**config.mk**
```make
export PLATFORM = sky130hd
export DESIGN_NAME = gps_ca_code_gen_flat
export DESIGN_NICKNAME = d
export VERILOG_FILES = /design/src/rtl/gps_ca_code_gen_if.sv /design/src/rtl/gps_ca_code_gen.sv /design/src/flat_wrapper.sv
export SDC_FILE = /design/constraint.sdc
export NUM_CORES = 1
export LEC_CHECK = 0
export ABC_AREA = 0
export BUFFER_PORTS_ARGS = -buffer_cell sky130_fd_sc_hd__buf_4
export CAP_MARGIN = 20
export CORE_UTILIZATION = 35
export DETAILED_ROUTE_END_ITERATION = 8
export SYNTH_ARGS = -nofsm -noshare
export SYNTH_HDL_FRONTEND = slang
export SYNTH_SLANG_ARGS = --single-unit
```
**constraint.sdc**
```tcl
create_clock -name clkin -period 10.8 [get_ports clkin]
set_input_delay 2.16 -clock clkin [delete_from_list [all_inputs] [get_ports clkin]]
set_output_delay 2.16 -clock clkin [all_outputs]
set_load 0.01 [all_outputs]
```
**src/rtl/gps_ca_code_gen_if.sv**
```systemverilog
// Control/status bundle for the GPS L1 C/A code generator.
// Optional nav-bit timing signals exist only when CA_NAV_BIT_EN is defined.
interface gps_ca_code_gen_if;
  logic       clk_ca_1023;
  logic       en;
  logic [5:0] prn_sel;
  logic       prn_load;
  logic       ca_chip;
  logic       chip_strobe;
  logic [9:0] chip_cnt;
  logic       epoch;
  logic [5:0] prn_active;
  logic       prn_pending;
`ifdef CA_NAV_BIT_EN
  logic [4:0] nav_ms_cnt;
  logic       nav_bit_edge;
`endif

  modport master (
    output clk_ca_1023, en, prn_sel, prn_load,
`ifdef CA_NAV_BIT_EN
    input  nav_ms_cnt, nav_bit_edge,
`endif
    input  ca_chip, chip_strobe, chip_cnt, epoch, prn_active, prn_pending
  );

  modport slave (
    input  clk_ca_1023, en, prn_sel, prn_load,
`ifdef CA_NAV_BIT_EN
    output nav_ms_cnt, nav_bit_edge,
`endif
    output ca_chip, chip_strobe, chip_cnt, epoch, prn_active, prn_pending
  );
endinterface

```
**src/rtl/gps_ca_code_gen.sv**
```systemverilog
// GPS L1 C/A Gold code generator: G1/G2 LFSRs, chip counter, 1 ms epoch, deferred PRN switch.
// Define CA_NAV_BIT_EN to add the 20 ms nav-bit counter (nav_ms_cnt / nav_bit_edge).
module gps_ca_code_gen #(
  parameter int unsigned DEFAULT_PRN = 1,
  parameter int unsigned CHIP_MAX    = 1022
) (
  input  logic              clkin,
  input  logic              rst,
  gps_ca_code_gen_if.slave  bus
);

  // G2 phase-select taps (t1,t2) per PRN
  function automatic logic [7:0] taps(input logic [5:0] prn);
    case (prn)
      6'd1:  taps = {4'd2, 4'd6};
      6'd2:  taps = {4'd3, 4'd7};
      6'd3:  taps = {4'd4, 4'd8};
      6'd4:  taps = {4'd5, 4'd9};
      6'd5:  taps = {4'd1, 4'd9};
      6'd6:  taps = {4'd2, 4'd10};
      6'd7:  taps = {4'd1, 4'd8};
      6'd8:  taps = {4'd2, 4'd9};
      6'd9:  taps = {4'd3, 4'd10};
      6'd10: taps = {4'd2, 4'd3};
      6'd11: taps = {4'd3, 4'd4};
      6'd12: taps = {4'd5, 4'd6};
      6'd13: taps = {4'd6, 4'd7};
      6'd14: taps = {4'd7, 4'd8};
      6'd15: taps = {4'd8, 4'd9};
      6'd16: taps = {4'd9, 4'd10};
      6'd17: taps = {4'd1, 4'd4};
      6'd18: taps = {4'd2, 4'd5};
      6'd19: taps = {4'd3, 4'd6};
      6'd20: taps = {4'd4, 4'd7};
      6'd21: taps = {4'd5, 4'd8};
      6'd22: taps = {4'd6, 4'd9};
      6'd23: taps = {4'd1, 4'd3};
      6'd24: taps = {4'd4, 4'd6};
      6'd25: taps = {4'd5, 4'd7};
      6'd26: taps = {4'd6, 4'd8};
      6'd27: taps = {4'd7, 4'd9};
      6'd28: taps = {4'd8, 4'd10};
      6'd29: taps = {4'd1, 4'd6};
      6'd30: taps = {4'd2, 4'd7};
      6'd31: taps = {4'd3, 4'd8};
      6'd32: taps = {4'd4, 4'd9};
      default: taps = {4'd2, 4'd6};
    endcase
  endfunction

  function automatic logic ca_fn(input logic [10:1] g1, input logic [10:1] g2,
                                 input logic [5:0] prn);
    logic [7:0] t;
    t = taps(prn);
    ca_fn = g1[10] ^ g2[t[7:4]] ^ g2[t[3:0]];
  endfunction

  logic [10:1] g1_q, g1_d, g2_q, g2_d;
  logic [9:0]  cnt_q, cnt_d;
  logic [5:0]  prn_q, prn_d, pprn_q, pprn_d;
  logic        pend_q, pend_d;
  logic        ca_q, ca_d;
  logic        stb_q, stb_d;
  logic        ep_q, ep_d;
  logic        ce_q;
  logic        chip_edge, wrap, ld_ok;

  assign chip_edge = bus.clk_ca_1023 & ~ce_q & bus.en;
  assign wrap      = chip_edge && (cnt_q == 10'(CHIP_MAX));
  assign ld_ok     = bus.prn_load && (bus.prn_sel >= 6'd1) && (bus.prn_sel <= 6'd32);

  always_comb begin
    g1_d   = g1_q;
    g2_d   = g2_q;
    cnt_d  = cnt_q;
    prn_d  = prn_q;
    pend_d = pend_q;
    pprn_d = pprn_q;
    ca_d   = ca_q;
    stb_d  = 1'b0;
    ep_d   = 1'b0;
    if (chip_edge) begin
      stb_d = 1'b1;
      if (wrap) begin
        g1_d  = 10'h3FF;
        g2_d  = 10'h3FF;
        cnt_d = 10'd0;
        ep_d  = 1'b1;
        if (pend_q) prn_d = pprn_q;
      end else begin
        g1_d  = {g1_q[9:1], g1_q[3] ^ g1_q[10]};
        g2_d  = {g2_q[9:1], g2_q[2] ^ g2_q[3] ^ g2_q[6] ^ g2_q[8] ^ g2_q[9] ^ g2_q[10]};
        cnt_d = cnt_q + 10'd1;
      end
      ca_d = ca_fn(g1_d, g2_d, prn_d);
    end
    // a load arriving with the wrap is kept for the following epoch
    if (ld_ok) begin
      pend_d = 1'b1;
      pprn_d = bus.prn_sel;
    end else if (wrap) begin
      pend_d = 1'b0;
    end
  end

  always_ff @(posedge clkin or negedge rst) begin
    if (!rst) begin
      g1_q   <= 10'h3FF;
      g2_q   <= 10'h3FF;
      cnt_q  <= 10'd0;
      prn_q  <= 6'(DEFAULT_PRN);
      pprn_q <= 6'(DEFAULT_PRN);
      pend_q <= 1'b0;
      ca_q   <= 1'b1;
      stb_q  <= 1'b0;
      ep_q   <= 1'b0;
      ce_q   <= 1'b0;
    end else begin
      g1_q   <= g1_d;
      g2_q   <= g2_d;
      cnt_q  <= cnt_d;
      prn_q  <= prn_d;
      pprn_q <= pprn_d;
      pend_q <= pend_d;
      ca_q   <= ca_d;
      stb_q  <= stb_d;
      ep_q   <= ep_d;
      ce_q   <= bus.clk_ca_1023;
    end
  end

  assign bus.ca_chip     = ca_q;
  assign bus.chip_strobe = stb_q;
  assign bus.chip_cnt    = cnt_q;
  assign bus.epoch       = ep_q;
  assign bus.prn_active  = prn_q;
  assign bus.prn_pending = pend_q;

`ifdef CA_NAV_BIT_EN
  logic [4:0] nav_q, nav_d;
  logic       nedge_q, nedge_d;

  // a PRN switch restarts nav-bit timing without flagging a bit edge
  always_comb begin
    nav_d   = nav_q;
    nedge_d = 1'b0;
    if (wrap) begin
      if (pend_q) begin
        nav_d = 5'd0;
      end else if (nav_q == 5'd19) begin
        nav_d   = 5'd0;
        nedge_d = 1'b1;
      end else begin
        nav_d = nav_q + 5'd1;
      end
    end
  end

  always_ff @(posedge clkin or negedge rst) begin
    if (!rst) begin
      nav_q   <= 5'd0;
      nedge_q <= 1'b0;
    end else begin
      nav_q   <= nav_d;
      nedge_q <= nedge_d;
    end
  end

  assign bus.nav_ms_cnt   = nav_q;
  assign bus.nav_bit_edge = nedge_q;
`endif

endmodule

```
**src/flat_wrapper.sv**
```systemverilog
// flat-port wrapper written by rule: the top's interface ports become plain ports
module gps_ca_code_gen_flat 
#(
  parameter int unsigned DEFAULT_PRN = 1,
  parameter int unsigned CHIP_MAX    = 1022
)
  (clkin, rst, bus_clk_ca_1023, bus_en, bus_prn_sel, bus_prn_load, bus_ca_chip, bus_chip_strobe, bus_chip_cnt, bus_epoch, bus_prn_active, bus_prn_pending);
  gps_ca_code_gen_if bus_i ();
  input  logic clkin;
  input  logic rst;
  input wire logic [$bits(bus_i.clk_ca_1023)-1:0] bus_clk_ca_1023;
  input wire logic [$bits(bus_i.en)-1:0] bus_en;
  input wire logic [$bits(bus_i.prn_sel)-1:0] bus_prn_sel;
  input wire logic [$bits(bus_i.prn_load)-1:0] bus_prn_load;
  output wire logic [$bits(bus_i.ca_chip)-1:0] bus_ca_chip;
  output wire logic [$bits(bus_i.chip_strobe)-1:0] bus_chip_strobe;
  output wire logic [$bits(bus_i.chip_cnt)-1:0] bus_chip_cnt;
  output wire logic [$bits(bus_i.epoch)-1:0] bus_epoch;
  output wire logic [$bits(bus_i.prn_active)-1:0] bus_prn_active;
  output wire logic [$bits(bus_i.prn_pending)-1:0] bus_prn_pending;
  assign bus_i.clk_ca_1023 = bus_clk_ca_1023;
  assign bus_i.en = bus_en;
  assign bus_i.prn_sel = bus_prn_sel;
  assign bus_i.prn_load = bus_prn_load;
  assign bus_ca_chip = bus_i.ca_chip;
  assign bus_chip_strobe = bus_i.chip_strobe;
  assign bus_chip_cnt = bus_i.chip_cnt;
  assign bus_epoch = bus_i.epoch;
  assign bus_prn_active = bus_i.prn_active;
  assign bus_prn_pending = bus_i.prn_pending;
  gps_ca_code_gen #(.DEFAULT_PRN(DEFAULT_PRN), .CHIP_MAX(CHIP_MAX)) u_core (.clkin(clkin), .rst(rst), .bus(bus_i));
endmodule
```
==> metrics <==
Cell Chain, Critical Path=buf_4 -> nand3b_4 -> nor4_4 -> buf_4 -> mux2_2 -> inv_1 -> ha_1 -> inv_1 -> o41ai_1 -> mux2_2 -> and3_1 -> o21ai_1 -> a2111oi_0 -> nand3b_1 -> nand4_1 -> xnor2_1 -> o21ai_1; reg-to-reg startpoint=u_core.ce_q; Max IR drop VDD=approximately 80 µV; Post-CTS Setup Bufs=0; Root Driver=clkbuf_8; vias in the first global route=2,864; nets@finish=between 400 and 500; Worst-path clk slew=roughly 0.09 ns; H-tree Lvls=2; Flop pwr share=about 50%; leak pwr=between 1.5 and 2 nW; Final period util=a little under three fifths; CP Launch Type=input port; dpl hpwl=between 5000 and 6000 µm; Core Footprint=0.00977 mm²; largest net degree at the start of global routing=48; die width=103 µm; Post-synth EDFFs=0; slowest CP cell=a2111oi_0; via count=roughly 3,000; Tightest Pin Transition=around 0.85 ns; Pwr per Cell Area=around 140 mW/mm²; top_reg_cell synth=dfrtp_1; Final Instance Area=between 0.003 and 0.004 mm²; minimum clock period=6.21 ns; FFs w/ async S/R, synth=100%; synth unique cells=67; Synth Area per Inst=around 8.8 µm²; Hold Crit Start=u_core.bus.ca_chip; Setup CP Type=input port to register; hold buffer count at cts=0; Die Area=around 0.011 mm²; share of cells above drive strength 1=21.7%; reg2reg end=u_core.bus.ca_chip; Hold Path Stages=2; Worst Path Required=around 11 ns; Final Max Slew Viols=0; FP Rows=36; Slew HR=a little over two fifths; setup TNS=0 ns; Ports=31; # DRC=0; Hold WC Path Type=register to register; most frequent cells in the layout=53 x nand2_1, 39 x nor2_1, 31 x buf_4; GRT Total Usage=17.1%; Synth Instances=401; DRT Pass-1 Iters=4; switching part of the total=approximately a third; CTS tree=yes; Fill cells=979; Reg2Reg Setup Slack=approximately 6.1 ns; r2r worst-path depth=16; Clk pwr share=22.7%; Mapped Area=around 0.0035 mm²; antenna cells=0; Final ANT Viol Nets=0; Sw Pwr=about 0.00019 W; #FFs+latches synth=47; Die H=103 µm; initial DRC count=201; most common cell after layout, fill and taps aside=nand2_1; sequential-to-total area share from yosys stat=34.0%; GRT overflow=0; first-pass GRT wire length=about 14,000 µm; Clock Skews=0.0112 ns; Port Buffer Count=30; Arr. time, crit path=approximately 6.4 ns; Synthesized Nets=about 420; Area Overhead vs Synth=7.98%; Logic pwr share=around a quarter; clk_lat worst skew=between 0.3 and 0.4 ns; crit-path max cell delay=0.62 ns; Worst Hold End=u_core.bus.ca_chip; Num CTS Buffers=5; final RePlAce weighted congestion=0.888; final hold vios=0; CTS Buffer Depth=2; Cell Area, Placed=0.00372 mm²; clock sinks=47; maximum fanout along the worst path=30; initial antenna violation count=0; post_cts resized=0; RSZ-0062 raised after global routing=false; routed vias/inst=about 5.5; drt total wl=approximately 8600 µm; CP Capture Type=register; Synthesis Warnings=0; status=finished clean; Initial Util=36.3%; Highest Clock Rate=161 MHz; Internal=about 0.00036 W; WL/cell=approximately 16 µm; Final Setup Violations=0; MaxCap Viol Count=0
sequential cells by signal, summed over array words and instances, names as in the netlist:
name / cells
u_core.bus.chip_cnt: 10
u_core.bus.ca_chip: 1
u_core.g1_q: 10
u_core.g2_q: 10
u_core.ce_q: 1
u_core.bus.prn_pending: 1
u_core.bus.epoch: 1
u_core.pprn_q: 6
u_core.bus.prn_active: 6
u_core.bus.chip_strobe: 1
cells by family (layout without fill, tap and decap cells):
kind of cell	Yosys count	in the layout	synth area share (%)
flip-flops	47	47	34.0
XOR/XNOR	20	20	4.94
AND/OR/NAND/NOR	161	161	23.0
multiplexers	31	31	9.29
AO/OA/AOI/OAI	88	88	17.7
buffers and inverters	45	55	7.94
adder cells (fa/ha/maj)	9	9	3.18
through the flow:
stage | total power [W] | instances | worst slack [ns] | hold slack, ns | utilization, %
final | 0.000541 | 544 | 4.59 | 0.476 | 39.1
after global routing | 0.000574 | 544 | 4.22 | 0.494 | 39.1
after global placement | 0.000417 | 536 | 4.53 | 0.466 | 38.1
after floorplan | 0.000371 | 401 | 5.12 | 0.461 | -
after CTS | 0.000545 | 544 | 4.62 | 0.483 | 39.1
after detailed placement | 0.000420 | 536 | 4.30 | 0.471 | 38.1
synthesized netlist by cell type, types with 3 or more instances:
master | number | area share, %
a2111oi_0 | 3 | 0.74
a211oi_1 | 7 | 1.5
dfstp_2 | 23 | 17
ha_1 | 9 | 3.2
xor2_1 | 7 | 1.7
nand3b_1 | 3 | 0.64
nand2_1 | 53 | 5.6
nor2_1 | 39 | 4.1
dfrtp_1 | 24 | 17
mux2i_1 | 16 | 4.5
o21ai_1 | 4 | 0.56
nor3b_1 | 5 | 1.1
o21ai_0 | 18 | 2.5
a31oi_1 | 5 | 0.88
a21oi_1 | 14 | 2.0
xnor2_1 | 13 | 3.2
inv_1 | 16 | 1.7
nand4_1 | 5 | 0.88
o211ai_1 | 6 | 1.3
buf_6 | 8 | 2.5
nand2b_1 | 6 | 1.1
nor2b_1 | 6 | 1.1
nor3_1 | 8 | 1.1
clkbuf_1 | 12 | 1.3
nand3_1 | 19 | 2.7
a221oi_1 | 3 | 0.74
clkbuf_8 | 4 | 1.6
mux2_2 | 13 | 4.1
power groups by stage:
stage	clock network, W	logic (W)	registers [W]
floorplan	0	0.000110	0.000260
global placement	0	0.000141	0.000275
detailed placement	0	0.000144	0.000276
CTS	0.000127	0.000145	0.000274
global route	0.000133	0.000160	0.000281
finish	0.000123	0.000144	0.000274
worst max-delay path by stage:
| stage | end | startpoint | slack (ns) | cells after the start |
|---|---|---|---|---|
| 4_1_cts | u_core.bus.ca_chip | bus_clk_ca_1023 | 4.62 | 17 |
| 2_1_floorplan | u_core.bus.ca_chip | bus_en | 5.12 | 18 |
| 6_report | u_core.bus.ca_chip | bus_clk_ca_1023 | 4.59 | 17 |
| 3_5_place_dp | u_core.bus.ca_chip | bus_clk_ca_1023 | 4.30 | 17 |
| 5_1_grt | u_core.bus.ca_chip | bus_clk_ca_1023 | 4.22 | 17 |
| 3_3_place_gp | u_core.bus.ca_chip | bus_clk_ca_1023 | 4.53 | 17 |
per-layer routing:
metal / up-vias / share of wire [%] / GRT usage, %
met5: - / 0 / 0
met4: 0 / 1.4 / 6.04
met3: 13 / 4.5 / 2.58
met2: 97 / 47 / 27.3
met1: 1459 / 48 / 23.4
li1: 1439 / - / -
worst max-delay path: cells and delay by family:
family	cells	cell delay (ns)
buffers and inverters	4	0.69
AOI/OAI and AO/OA	4	1.13
xor gates and xnor gates	1	0.14
adders and majority gates	1	0.34
muxes	2	0.74
and+or+nand+nor	5	1.23
layout make-up:
| class | count | area, µm² | share of cell area, % |
|---|---|---|---|
| Tap cell | 133 | 166 | 4.35 |
| Clock buffer | 7 | 97.6 | 2.55 |
| Timing Repair Buffer | 31 | 233 | 6.08 |
| Clock inverter | 1 | 7.51 | 0.196 |
| Inverter | 16 | 60.1 | 1.57 |
| Sequential cell | 47 | 1200 | 31.5 |
| Multi-Input combinational cell | 309 | 2060 | 53.8 |
Note: power is estimated with default switching activity, not from simulation.
